===== src/rtl/mem_stage_access.sv =====
// MEM stage: runs loads/stores through a req/ack memory handshake, stalls upstream while busy, feeds MEM/WB; 1-cycle pass-through.
// Optional MEM_ALIGN_CHECK_EN: misaligned memory ops issue no request and flag errOut.
module mem_stage_access #(
  parameter int MAX_WAIT = 15
) (
  input  logic        clk,
  input  logic        reset,
  input  logic        validIn,
  input  logic [31:0] ALUResultIn,
  input  logic [31:0] storeDataIn,
  input  logic [4:0]  writeRegIn,
  input  logic [31:0] instrIn,
  input  logic        WBIn,
  input  logic        memReadIn,
  input  logic        memWriteIn,
  output logic        memReq,
  output logic        memWe,
  output logic [31:0] memAddr,
  output logic [31:0] memWData,
  input  logic [31:0] memRData,
  input  logic        memAck,
  output logic        stall,
  output logic        validOut,
  output logic        WBOut,
  output logic [31:0] ALUResultOut,
  output logic [31:0] readDataOut,
  output logic [31:0] instrOut,
  output logic [4:0]  writeRegOut,
  output logic        errOut
);

  typedef enum logic {S_IDLE = 1'b0, S_WAIT = 1'b1} state_t;

  localparam logic [7:0] LP_LAST = 8'(MAX_WAIT - 1);

  state_t      r_state;
  state_t      w_next_state;
  logic [7:0]  r_wait_cnt;
  logic [31:0] r_alu;
  logic [31:0] r_instr;
  logic [4:0]  r_wreg;
  logic        r_wb;
  logic        r_is_load;

  logic w_mem_op;
  logic w_misaligned;
  logic w_issue;
  logic w_timeout;

  assign w_mem_op  = validIn & (memReadIn | memWriteIn);
`ifdef MEM_ALIGN_CHECK_EN
  assign w_misaligned = (ALUResultIn[1:0] != 2'b00);
`else
  assign w_misaligned = 1'b0;
`endif
  assign w_issue   = w_mem_op & ~w_misaligned;
  assign w_timeout = (r_wait_cnt == LP_LAST);

  always_ff @(posedge clk) begin
    if (reset) r_state <= S_IDLE;
    else       r_state <= w_next_state;
  end

  always_comb begin
    w_next_state = r_state;
    case (r_state)
      S_IDLE: if (w_issue) w_next_state = S_WAIT;
      S_WAIT: if (memAck || w_timeout) w_next_state = S_IDLE;
      default: w_next_state = S_IDLE;
    endcase
  end

  // Release upstream on the ack or timeout cycle so the next op lands in IDLE.
  always_comb begin
    stall = 1'b0;
    case (r_state)
      S_IDLE: stall = w_issue;
      S_WAIT: stall = ~(memAck | w_timeout);
      default: stall = 1'b0;
    endcase
  end

  always_ff @(posedge clk) begin
    if (reset) begin
      r_wait_cnt   <= 8'd0;
      memReq       <= 1'b0;
      memWe        <= 1'b0;
      memAddr      <= 32'd0;
      memWData     <= 32'd0;
      errOut       <= 1'b0;
      r_alu        <= 32'd0;
      r_instr      <= 32'd0;
      r_wreg       <= 5'd0;
      r_wb         <= 1'b0;
      r_is_load    <= 1'b0;
      validOut     <= 1'b0;
      WBOut        <= 1'b0;
      ALUResultOut <= 32'd0;
      readDataOut  <= 32'd0;
      instrOut     <= 32'd0;
      writeRegOut  <= 5'd0;
    end else begin
      errOut       <= 1'b0;
      validOut     <= 1'b0;
      WBOut        <= 1'b0;
      ALUResultOut <= 32'd0;
      readDataOut  <= 32'd0;
      instrOut     <= 32'd0;
      writeRegOut  <= 5'd0;
      case (r_state)
        S_IDLE: begin
          if (w_issue) begin
            memReq     <= 1'b1;
            memWe      <= memWriteIn;
            memAddr    <= {ALUResultIn[31:2], 2'b00};
            memWData   <= storeDataIn;
            r_wait_cnt <= 8'd0;
            r_alu      <= ALUResultIn;
            r_instr    <= instrIn;
            r_wreg     <= writeRegIn;
            r_wb       <= WBIn;
            r_is_load  <= memReadIn & ~memWriteIn;  // store wins when both set
          end else if (w_mem_op) begin
            errOut <= 1'b1;
          end else if (validIn) begin
            validOut     <= 1'b1;
            WBOut        <= WBIn;
            ALUResultOut <= ALUResultIn;
            instrOut     <= instrIn;
            writeRegOut  <= writeRegIn;
          end
        end
        S_WAIT: begin
          if (memAck) begin
            memReq       <= 1'b0;
            validOut     <= 1'b1;
            WBOut        <= r_wb;
            ALUResultOut <= r_alu;
            readDataOut  <= r_is_load ? memRData : 32'd0;
            instrOut     <= r_instr;
            writeRegOut  <= r_wreg;
          end else if (w_timeout) begin
            memReq <= 1'b0;
            errOut <= 1'b1;
          end else begin
            r_wait_cnt <= 8'(r_wait_cnt + 8'd1);
          end
        end
        default: memReq <= 1'b0;
      endcase
    end
  end

endmodule

===== config.mk =====
export PLATFORM = sky130hd
export DESIGN_NAME = mem_stage_access
export DESIGN_NICKNAME = d
export VERILOG_FILES = /design/src/rtl/mem_stage_access.sv
export SDC_FILE = /design/constraint.sdc
export NUM_CORES = 1
export LEC_CHECK = 0
export BUFFER_PORTS_ARGS = -buffer_cell sky130_fd_sc_hd__buf_2
export CAP_MARGIN = 20
export CORE_MARGIN = 1
export CORE_UTILIZATION = 45
export CTS_BUF_LIST = sky130_fd_sc_hd__clkbuf_8
export DETAILED_ROUTE_END_ITERATION = 7
export PLACE_DENSITY_LB_ADDON = 0.1
export SETUP_SLACK_MARGIN = 0.2
export SLEW_MARGIN = 20
export SYNTH_ARGS = -nofsm -noshare
export SYNTH_HDL_FRONTEND = slang
export SYNTH_SLANG_ARGS = --single-unit

===== constraint.sdc =====
create_clock -name clk -period 1.4 [get_ports clk]
set_input_delay 0.07 -clock clk [delete_from_list [all_inputs] [get_ports clk]]
set_output_delay 0.07 -clock clk [all_outputs]
set_load 0.02 [all_outputs]

==> results.md, run 1 <==
* Outcome: finished, violations left
* Failing checks: setup timing
* Num CTS Buffers at 37
* #FFs+latches synth at roughly 220
* Crit path DAT at 1.67 ns
* Reg2reg setup slack at -0.31 ns
* Max Root-Sink Buffers at 3
* Tcrit/Tclk final at 125%
* YS warnings at 0
* Setup-failing EPs final at 180
* Worst-path fanout max at 2
* GRT overflow at 0
* Via density at 5.16
* Post-synthesis simple-gate area fraction at 19.2%
* Adder-cell share of the synthesized area at less than 1%
* CP Launch Type: register
* Commonest cells in the synthesized netlist: dfxtp_1 (218), nand2_1 (208), a21oi_1 (108)
* Detailed placement HPWL at 13500 um
* Maxcap violations at 0
* Layout cell share with drive strength beyond 1 at approximately 58%
* Most common cell in the netlist: dfxtp_1
* Clk sinks at 218
* Ys flop type: dfxtp_1
* Compound-Gate Fraction of Synth Area at between 10% and 20%
* Port Buffers at 308
* Biggest area consumer among synthesized cells: dfxtp_1
* Syn_area_per_cell at around 8.8 um2
* Mapped Area at around 0.0076 mm2
* Root Driver: clkbuf_8
* Layout Skew at 0.0205 ns
* Clock share of power at 37.2%
* Xor-xnor portion of the synthesized cell area at 0%
* Max VDD drop at 0.907 mV
* Routed Antenna Nets at 0
* Gate power share at about a fifth
* Initial DRC count at 414
* Vias in the first global route at 8221
* Hold_sp: memAck
* Final nets at 1498
* Yosys top cell area share at 57.7%
* LEAKAGE at 6.48 nW
* Overall routing resource usage at 30.5%
* Sw Pwr at 4.12 mW
* Achievable frequency at roughly 570 MHz
* Largest net degree at the start of global routing at 98
* Post-synthesis mux area share at less than 1%
* Largest cells by area after synthesis: dfxtp_1 (58%), nand2_1 (10%), a21oi_1 (7.1%)
* Net Sw Frac at between 20 and 30%
* # rows at between 40 and 50
* Worst-case reg-to-reg path depth at 11
* # H-tree levels at 2
* Critical path class: register to primary output
* TNS Setup at -32.18 ns
* Total die area at 0.0173 mm2
* Seq pwr share at between 40% and 50%
* Die width at 132 um
* RR Endpoint: memWData[31]$_SDFFE_PP0P_
* # IOs at 311
* Post-synth ARST share at 0%
* Register area share after synthesis at 57.7%
* Post-synthesis cell type count at 36
* Worst flop-to-flop path startpoint: r_state$_SDFF_PP0_
* Max-slew violation count at 0
* Post-route DRC at 0
* Design Power at 14.9 mW
* Number of synthesized flops with an enable pin at 0
* Worst setup EP type: primary output
* Clk Latency, worst-skew pair at 0.53 ns
* RSZ-0062 raised after global routing: true
* Count of TritonRoute iterations in the first routing pass at 5
* Least-Margin Pin Slew at 0.589 ns
* Largest family of logic cells by synthesized area: simple AND/OR/NAND/NOR gates
* Reg clk slew, reported paths at 0.06 ns
* Hold Vio Cnt, Final at 0
* Worst hold path cell count at 4
* Die Ht at 132 um
* Core ar. at 0.0165 mm2
* Pint at 10.8 mW
* Antenna violations before repair at 3
* Rel. slew slack at 60.8%
* Cell area power density at 1040 mW/mm2
* CTS tree: done
* Post-route minimum period at around 1.7 ns
* WL/cell at approximately 19 um
* Routability congestion estimate at slightly above 0.8
* First-pass GRT wire length at 42200 um
* HP Class: input port to register
* Worst setup margin at -0.345 ns
* Via count at 8248
* Wirelength, routed at about 30000 um
* WHS Endpoint: errOut$_SDFF_PP0_
* Starting density of the core at 45.9%
* Hold WS at 0.0540 ns
* Core Util, Final at 87.2%
* Worst path required time at approximately 1.3 ns
* Synth Instances at about 860
* Synth-to-layout area growth at 89.8%
[layout by cell type, fill, tap and decap left out, drive strengths merged, types with 5 or more instances in the layout]
master / n
nand3: 9
dlygate4sd3: 138
clkbuf: 48
dfxtp: 218
a22oi: 71
inv: 10
or3: 5
nand2: 209
and2: 35
buf: 412
a21oi: 108
nor2: 77
clkinv: 5
[stage by stage]
stage | setup slack, ns | area (um2) | std cells
6_report | -0.345 | 14400 | 1600
5_1_grt | -0.413 | 14400 | 1600
4_1_cts | -0.325 | 13400 | 1590
3_5_place_dp | -0.0510 | 9750 | 1330
3_3_place_gp | 0.000818 | 9750 | 1330
2_1_floorplan | 0.0339 | 8100 | 862
[flip-flops by register name, summed over array words and instances, names as in the netlist, 5 cells and up]
signal and flops:
ALUResultOut 32, instrOut 32, memWData 32, r_alu 32, r_instr 32, r_wait_cnt 8, r_wreg 5, readDataOut 32
writeRegOut 5
[metal layers]
layer | part of all wire [%] | vias up | routed length [um] | track usage, %
li1 | - | 3830 | - | -
met1 | 38 | 3951 | 11500 | 34.8
met2 | 52 | 383 | 15500 | 54.3
met3 | 6.6 | 84 | 1990 | 7.29
met4 | 3.2 | 0 | 968 | 12.2
met5 | 0 | - | 0 | 0
[worst max-delay path: stages, from the launching register on]
cell and delay [ns]:
dfxtp_2 0.34, nor4_4 0.30, a31o_1 0.23, buf_6 0.11, nand2_4 0.04, buf_6 0.12
[area by class of cell]
| cell class | count | area [um2] |
|---|---|---|
| Antenna cell | 3 | 7.51 |
| Clock buffer | 47 | 647 |
| Clock inverter | 13 | 58.8 |
| Fill cell | 782 | 2120 |
| Inverter | 3 | 11.3 |
| Multi-Input combinational cell | 543 | 4160 |
| Sequential cell | 218 | 4380 |
| Tap cell | 220 | 275 |
| Timing Repair Buffer | 553 | 4810 |
[repair_timing]
item	in CTS	in global routing
hold buffers	138	0
endpoints found under the hold margin	209	0
setup endpoints to repair	217	224
resized for setup	141	245
gates cloned	24	1
pin swaps	47	140
buffers inserted	38	6
[cells by family after synthesis]
kind of cell | after synthesis
and+or+nand+nor | 347
DFF | 218
AOI/OAI and AO/OA | 190
buffers and inverters | 101
muxes | 2
adders and majority gates | 2
other | 1
[power groups by stage]
stage | combinational [mW] | clock [mW] | sequential (mW)
detailed placement | 1.47 | 0 | 6.70
CTS | 2.37 | 5.59 | 6.57
finish | 2.78 | 5.55 | 6.59
global route | 2.92 | 5.94 | 6.60
global placement | 1.46 | 0 | 6.69
floorplan | 0.804 | 0 | 6.82
[worst max path at each step]
stage / startpoint / end / slack, ns / cells past startpoint
final: r_wait_cnt[6]$_SDFFE_PP0P_ / stall / -0.34 / 5
after global routing: r_wait_cnt[6]$_SDFFE_PP0P_ / stall / -0.41 / 5
after CTS: r_wait_cnt[7]$_SDFFE_PP0P_ / stall / -0.33 / 5
after detailed placement: r_state$_SDFF_PP0_ / instrOut[10]$_SDFF_PP0_ / -0.05 / 6
after global placement: r_wait_cnt[7]$_SDFFE_PP0P_ / r_wait_cnt[0]$_SDFFE_PP0P_ / 0.0008 / 5
after floorplan: r_wait_cnt[0]$_SDFFE_PP0P_ / r_wait_cnt[1]$_SDFFE_PP0P_ / 0.03 / 6
(Power assumes the default switching activity.)
==> inputs of run 2 (changes only) <==
ABC_AREA = 1   (was unset)
==> results.md, run 2 <==
* CTS tree: done
* HP Class: input port to register
* Post-route DRC at 0
* Reg clk slew, reported paths at approximately 0.060 ns
* Max Root-Sink Buffers at 3
* Hold Vio Cnt, Final at 2
* Post-synth ARST share at 0%
* Post-synthesis cell type count at 26
* Via count at 9056
* Most frequent cells in the layout: buf_2 (307), dfxtp_1 (215), nand3_1 (149)
* Routability congestion estimate at between 0.8 and 0.9
* Core ar. at about 0.017 mm2
* Placed inst area at around 0.0096 mm2
* Antenna violations before repair at 0
* GR Util met2 at between 50% and 60%
* # rows at 48
* Root Driver: clkbuf_8
* Outcome: finished, violations left
* Tcrit/Tclk final at 115%
* Rel. slew slack at between 60% and 70%
* Commonest cells in the synthesized netlist: nor2_1 (250), dfxtp_1 (218), nand3_1 (154)
* Pint at approximately 11 mW
* Top delay family on crit path: flip-flops
* Worst setup EP type: primary output
* LEAKAGE at between 6 and 7 nW
* WL/cell at 18.4 um
* Overall routing resource usage at 30.9%
* Worst hold path cell count at 4
* Wirelength, routed at 31500 um
* Largest net degree at the start of global routing at 72
* Crit-path slowest cell: dfxtp_1
* Num CTS Buffers at 37
* Failing checks: hold timing, setup timing
* Clock share of power at approximately a third
* GRT busiest layer: met2
* Design Power at 15.8 mW
* Ys flop type: dfxtp_1
* Reg2reg setup slack at -0.18 ns
* Critical path depth in cells at 5
* Routed Antenna Nets at 0
* Grt met1 use at 37.3%
* Worst-path fanout max at 5
* Clk Latency, worst-skew pair at ~0.53 ns
* Biggest area consumer among synthesized cells: dfxtp_1
* N_diodes at 0
* CP Cell Sequence: nor2_2, nand2_2, o21bai_4, nand2_8, buf_6
* Register area share after synthesis at 54.6%
* # H-tree levels at 2
* Maxcap violations at 0
* Seq pwr share at between 40% and 50%
* Gate power share at 22.8%
* Least-Margin Pin Slew at 0.553 ns
* Port Buffers at 308
* Worst setup margin at -0.210 ns
* Commonest non-fill, non-tap cell in the layout: buf_2
* Layout Skew at 0.0244 ns
* Layout cell share with drive strength beyond 1 at roughly 42%
* Max-slew violation count at 0
* Via density at 5.29
* Vias in the first global route at 8617
* Synth Instances at ~1000
* GRT overflow at 0
* Storage element area at 0.00437 mm2
* #FFs+latches synth at 218
* Number of synthesized flops with an enable pin at 0
* YS warnings at 0
* Mapped Area at 0.00799 mm2
* Die width at 135 um
* # IOs at a little over 300
* Max VDD drop at 0.801 mV
* Count of TritonRoute iterations in the first routing pass at 5
* Most common cell in the netlist: nor2_1
* Syn_area_per_cell at 7.94 um2
* Starting density of the core at 46.2%
* Slowest stage delay, CP at 0.37 ns
* Hold WS at -0.0381 ns
* # fillers at roughly 1100
* CP Launch Type: register
* Clk sinks at about 220
* RSZ-0062 raised after global routing: true
* Hold-fix buffers at CTS at 134
* Critical path class: register to primary output
* Worst-case reg-to-reg path depth at 10
* Detailed placement HPWL at around 14000 um
* Met3 Track Usage GR at 6.55%
* Post-route minimum period at 1.61 ns
* Setup-failing EPs final at 94
* Die Ht at 135 um
* Worst path required time at 1.33 ns
* Achievable frequency at 621 MHz
* Initial DRC count at between 600 and 700
* Cell area power density at between 1000 and 1500 mW/mm2
* Sw Pwr at 4.69 mW
* Synth-to-layout area growth at 74.2%
* Multi-input gate area at 0.00391 mm2
* Crit path buffers/inverters at 1
* Net Sw Frac at 29.7%
* Yosys top cell area share at a little over half
* Crit path DAT at around 1.5 ns
* First-pass GRT wire length at around 44000 um
* Largest cells by area after synthesis: dfxtp_1 (55%), nor2_1 (12%), nand3_1 (9.6%)
* Design Area, Final at between 0.01 and 0.015 mm2
* Total die area at 0.0183 mm2
* Final nets at 1613
## run 2: changes by cell type after synthesis, sizes merged, moves of 5 or more
cell    before  now
or3          5    0
nor2        77  251
a21oi      108   80
a22oi       71    0
nand2      209   35
buf         66   61
and2        35    0
nand3        9  154
clkbuf      32   49
inv          3   45
o21ai        1  103
## run 2: power by group through the flow
stage               clock (mW)  sequential (mW)  combinational, mW
finish                    5.29             6.89               3.60
global route              5.67             6.93               3.80
CTS                       5.32             6.77               3.03
detailed placement           0             6.88               1.96
global placement             0             6.87               1.94
floorplan                    0             7.04               1.13
## run 2: worst paths after layout
path	end	startpoint
hold reg to reg	instrOut[27]$_SDFF_PP0_	r_instr[27]$_SDFFE_PP0P_
setup reg to reg	memWData[1]$_SDFFE_PP0P_	r_state$_SDFF_PP0_
setup / recovery	stall	r_wait_cnt[5]$_SDFFE_PP0P_
hold / removal	errOut$_SDFF_PP0_	memAck
## run 2: metal layers
metal	wire length, um	vias up
met1	12300	4348
li1	-	4190
met4	820	0
met3	2500	70
met2	15900	448
met5	0	-
## run 2: repair_timing
action,CTS,global route
gates resized for setup,180,220
pin swaps,19,104
endpoints found under the hold margin,207,3
cloned,23,5
setup endpoints to repair,159,202
buffers inserted,29,7
## run 2: area by class of cell
type	instances	area share, %
Sequential cell	218	31.4
Clock buffer	44	4.35
Timing Repair Buffer	535	32.6
Tap cell	225	2.02
Inverter	45	1.32
Clock inverter	10	0.323
Multi-Input combinational cell	634	28.1
## run 2: kinds of logic (layout without fill, tap and decap cells)
group / after synthesis / after routing / share of synthesized area [%]
AO/OA/AOI/OAI: 185 / 185 / 11.7
adder cells (fa/ha/maj): 2 / 2 / 0.313
buffers and inverters: 155 / 634 / 9.49
flip-flops: 218 / 218 / 54.6
other: 1 / 2 / 0.0469
AND/OR/NAND/NOR: 445 / 445 / 23.9
## run 2: worst reg2reg max path, cell delays in order (launching register included)
cell and delay (ns):
dfxtp_4 0.37, nor2_8 0.13, nand2_4 0.07, nand2_4 0.11, buf_6 0.11, buf_12 0.14
buf_12 0.16, buf_6 0.13, buf_16 0.15, nor2_2 0.05, nor2_1 0.10
## run 2: per-stage QoR
step                      worst slack, ns  util [%]  cells  setup TNS [ns]
after floorplan                     0.114         -   1007               0
after global placement             0.0513      55.6   1459               0
after detailed placement          -0.0229      55.6   1459         -0.0529
after CTS                          -0.229      74.9   1699           -6.47
after global routing               -0.290      80.5   1711          -13.73
final                              -0.210      80.5   1711           -7.98
==> inputs of run 3 (changes only) <==
ABC_AREA = unset   (was 1)
SETUP_SLACK_MARGIN = unset   (was 0.2)
==> results.md, run 3 (same netlist as run 1, synthesis figures left out) <==
* RSZ-0062 raised after global routing: true
* GRT busiest layer: met2
* Worst setup margin at -0.362 ns
* Design Power at ~14 mW
* Post-route DRC at 0
* Pre-CTS WS at -0.0933 ns
* First-pass GRT wire length at 34700 um
* Critical path class: register to primary output
* Port Buffers at 308
* Layout cell share with drive strength beyond 1 at 38.9%
* Wirelength, routed at 24600 um
* Count of TritonRoute iterations in the first routing pass at 5
* Detailed placement HPWL at 13100 um
* Vias in the first global route at 7031
* Clk Latency, worst-skew pair at 0.52 ns
* Layout Skew at 0.0135 ns
* LEAKAGE at 5.49 nW
* Grt met1 use at 28.5%
* Max Root-Sink Buffers at 3
* Maxcap violations at 0
* N_diodes at 0
* Synth-to-layout area growth at 62.6%
* Via density at roughly 4.9
* CP Launch Type: register
* Most frequent cells in the layout: buf_2 (306), dfxtp_1 (214), nand2_1 (206)
* Via count at 7625
* Starting density of the core at 45.9%
* Num CTS Buffers at 37
* Worst path required time at 1.33 ns
* Slowest stage delay, CP at 0.33 ns
* Die width at 132 um
* CTS tree: done
* Achievable frequency at 568 MHz
* Cell area power density at 1150 mW/mm2
* Met3 Track Usage GR at slightly below 7%
* Reg clk slew, reported paths at 0.06 ns
* GRT overflow at 0
* Commonest non-fill, non-tap cell in the layout: buf_2
* Largest net degree at the start of global routing at 66
* Failing checks: setup timing
* Routed Antenna Nets at 0
* CP Cell Sequence: nor4_4, a31o_1, buf_6, nand2_4, buf_6
* Final nets at between 1000 and 1500
* Tcrit/Tclk final at 126%
* Initial DRC count at 381
* WL/cell at between 15 and 20 um
* GR Util met2 at between 40% and 50%
* Worst setup EP type: primary output
* Routability congestion estimate at 0.815
* Crit-path most repeated cell: buf_6
* Crit-path slowest cell: dfxtp_2
* Die Ht at 132 um
* Reg2reg setup slack at -0.25 ns
* Total die area at 0.0173 mm2
* Hold Vio Cnt, Final at 0
* Max-slew violation count at 0
* # IOs at between 300 and 400
* Post-route minimum period at 1.76 ns
* Clk sinks at 218
* Core ar. at 0.0165 mm2
* Worst-path fanout max at 3
* HP Class: input port to register
* Crit path DAT at 1.69 ns
* Max VDD drop at 0.949 mV
* Outcome: finished, violations left
* Overall routing resource usage at 24.6%
* Root Driver: clkbuf_8
* Core Util, Final at 74.7%
* # H-tree levels at 2
* Setup-failing EPs final at 77
* # rows at 47
* Antenna violations before repair at 0
-- run 3: cell types whose count changed in the layout (fill, tap and decap cells not counted), sizes merged, moves of 28 or more --
cell | previous run | this run
nand2 | 35 | 209
o21ai | 103 | 1
buf | 396 | 353
and2 | 0 | 36
a22oi | 0 | 71
a21oi | 80 | 108
nor2 | 251 | 77
nand3 | 154 | 9
inv | 53 | 11
-- run 3: area by class of cell --
| class | count | area, um2 |
|---|---|---|
| fillers | 1217 | 4170 |
| clock buffers | 48 | 661 |
| well taps | 220 | 275 |
| multi-input cells | 544 | 3100 |
| clock inverters | 13 | 57.6 |
| repair buffers | 502 | 3810 |
| flip-flops and latches | 218 | 4370 |
| inverters | 3 | 11.3 |
-- run 3: timing repair --
action                                  CTS  global route
pin swaps                                 5            39
hold buffers                            138             0
setup buffers                             2             7
gates resized for setup                  10            98
cloned                                    0            17
endpoints found under the setup margin    6           155
endpoints found under the hold margin   210             0
-- run 3: final timing paths --
check / from / endpoint / cells after the start
setup / recovery: r_wait_cnt[7]$_SDFFE_PP0P_ / stall / 5
hold / removal: memAck / r_wait_cnt[3]$_SDFFE_PP0P_ / 5
setup reg to reg: r_wait_cnt[0]$_SDFFE_PP0P_ / r_wait_cnt[5]$_SDFFE_PP0P_ / 6
hold reg to reg: memWData[13]$_SDFFE_PP0P_ / memWData[13]$_SDFFE_PP0P_ / 2
-- run 3: metrics by stage --
step                      std cells  cell area [um2]  TNS [ns]  hold WS [ns]
after global routing           1548            12300    -12.10         0.139
after floorplan                 862             7580   -0.0397         0.167
final                          1548            12300     -4.33        0.0665
after global placement         1323             9260    -0.125         0.269
after CTS                      1524            11400     -1.03       0.00243
after detailed placement       1323             9260    -0.217         0.273
-- run 3: critical path, delay by kind of cell, from the launching register on --
kind                   cells  cell delay [ns]
flip-flops                 1             0.33
AND/OR/NAND/NOR            2             0.36
buffers and inverters      2             0.26
AO/OA/AOI/OAI              1             0.23
-- run 3: per-layer routing --
metal	share of wire, %	wire length, um	vias up
li1	-	-	3706
met1	41	10000	3564
met2	50	12200	313
met3	7.2	1770	42
met4	2.5	610	0
met5	0	0	-
-- run 3: report_power, final --
part	internal (mW)	switching, mW
sequential	6.44	0.130
clock	3.05	2.50
combinational	0.952	1.04
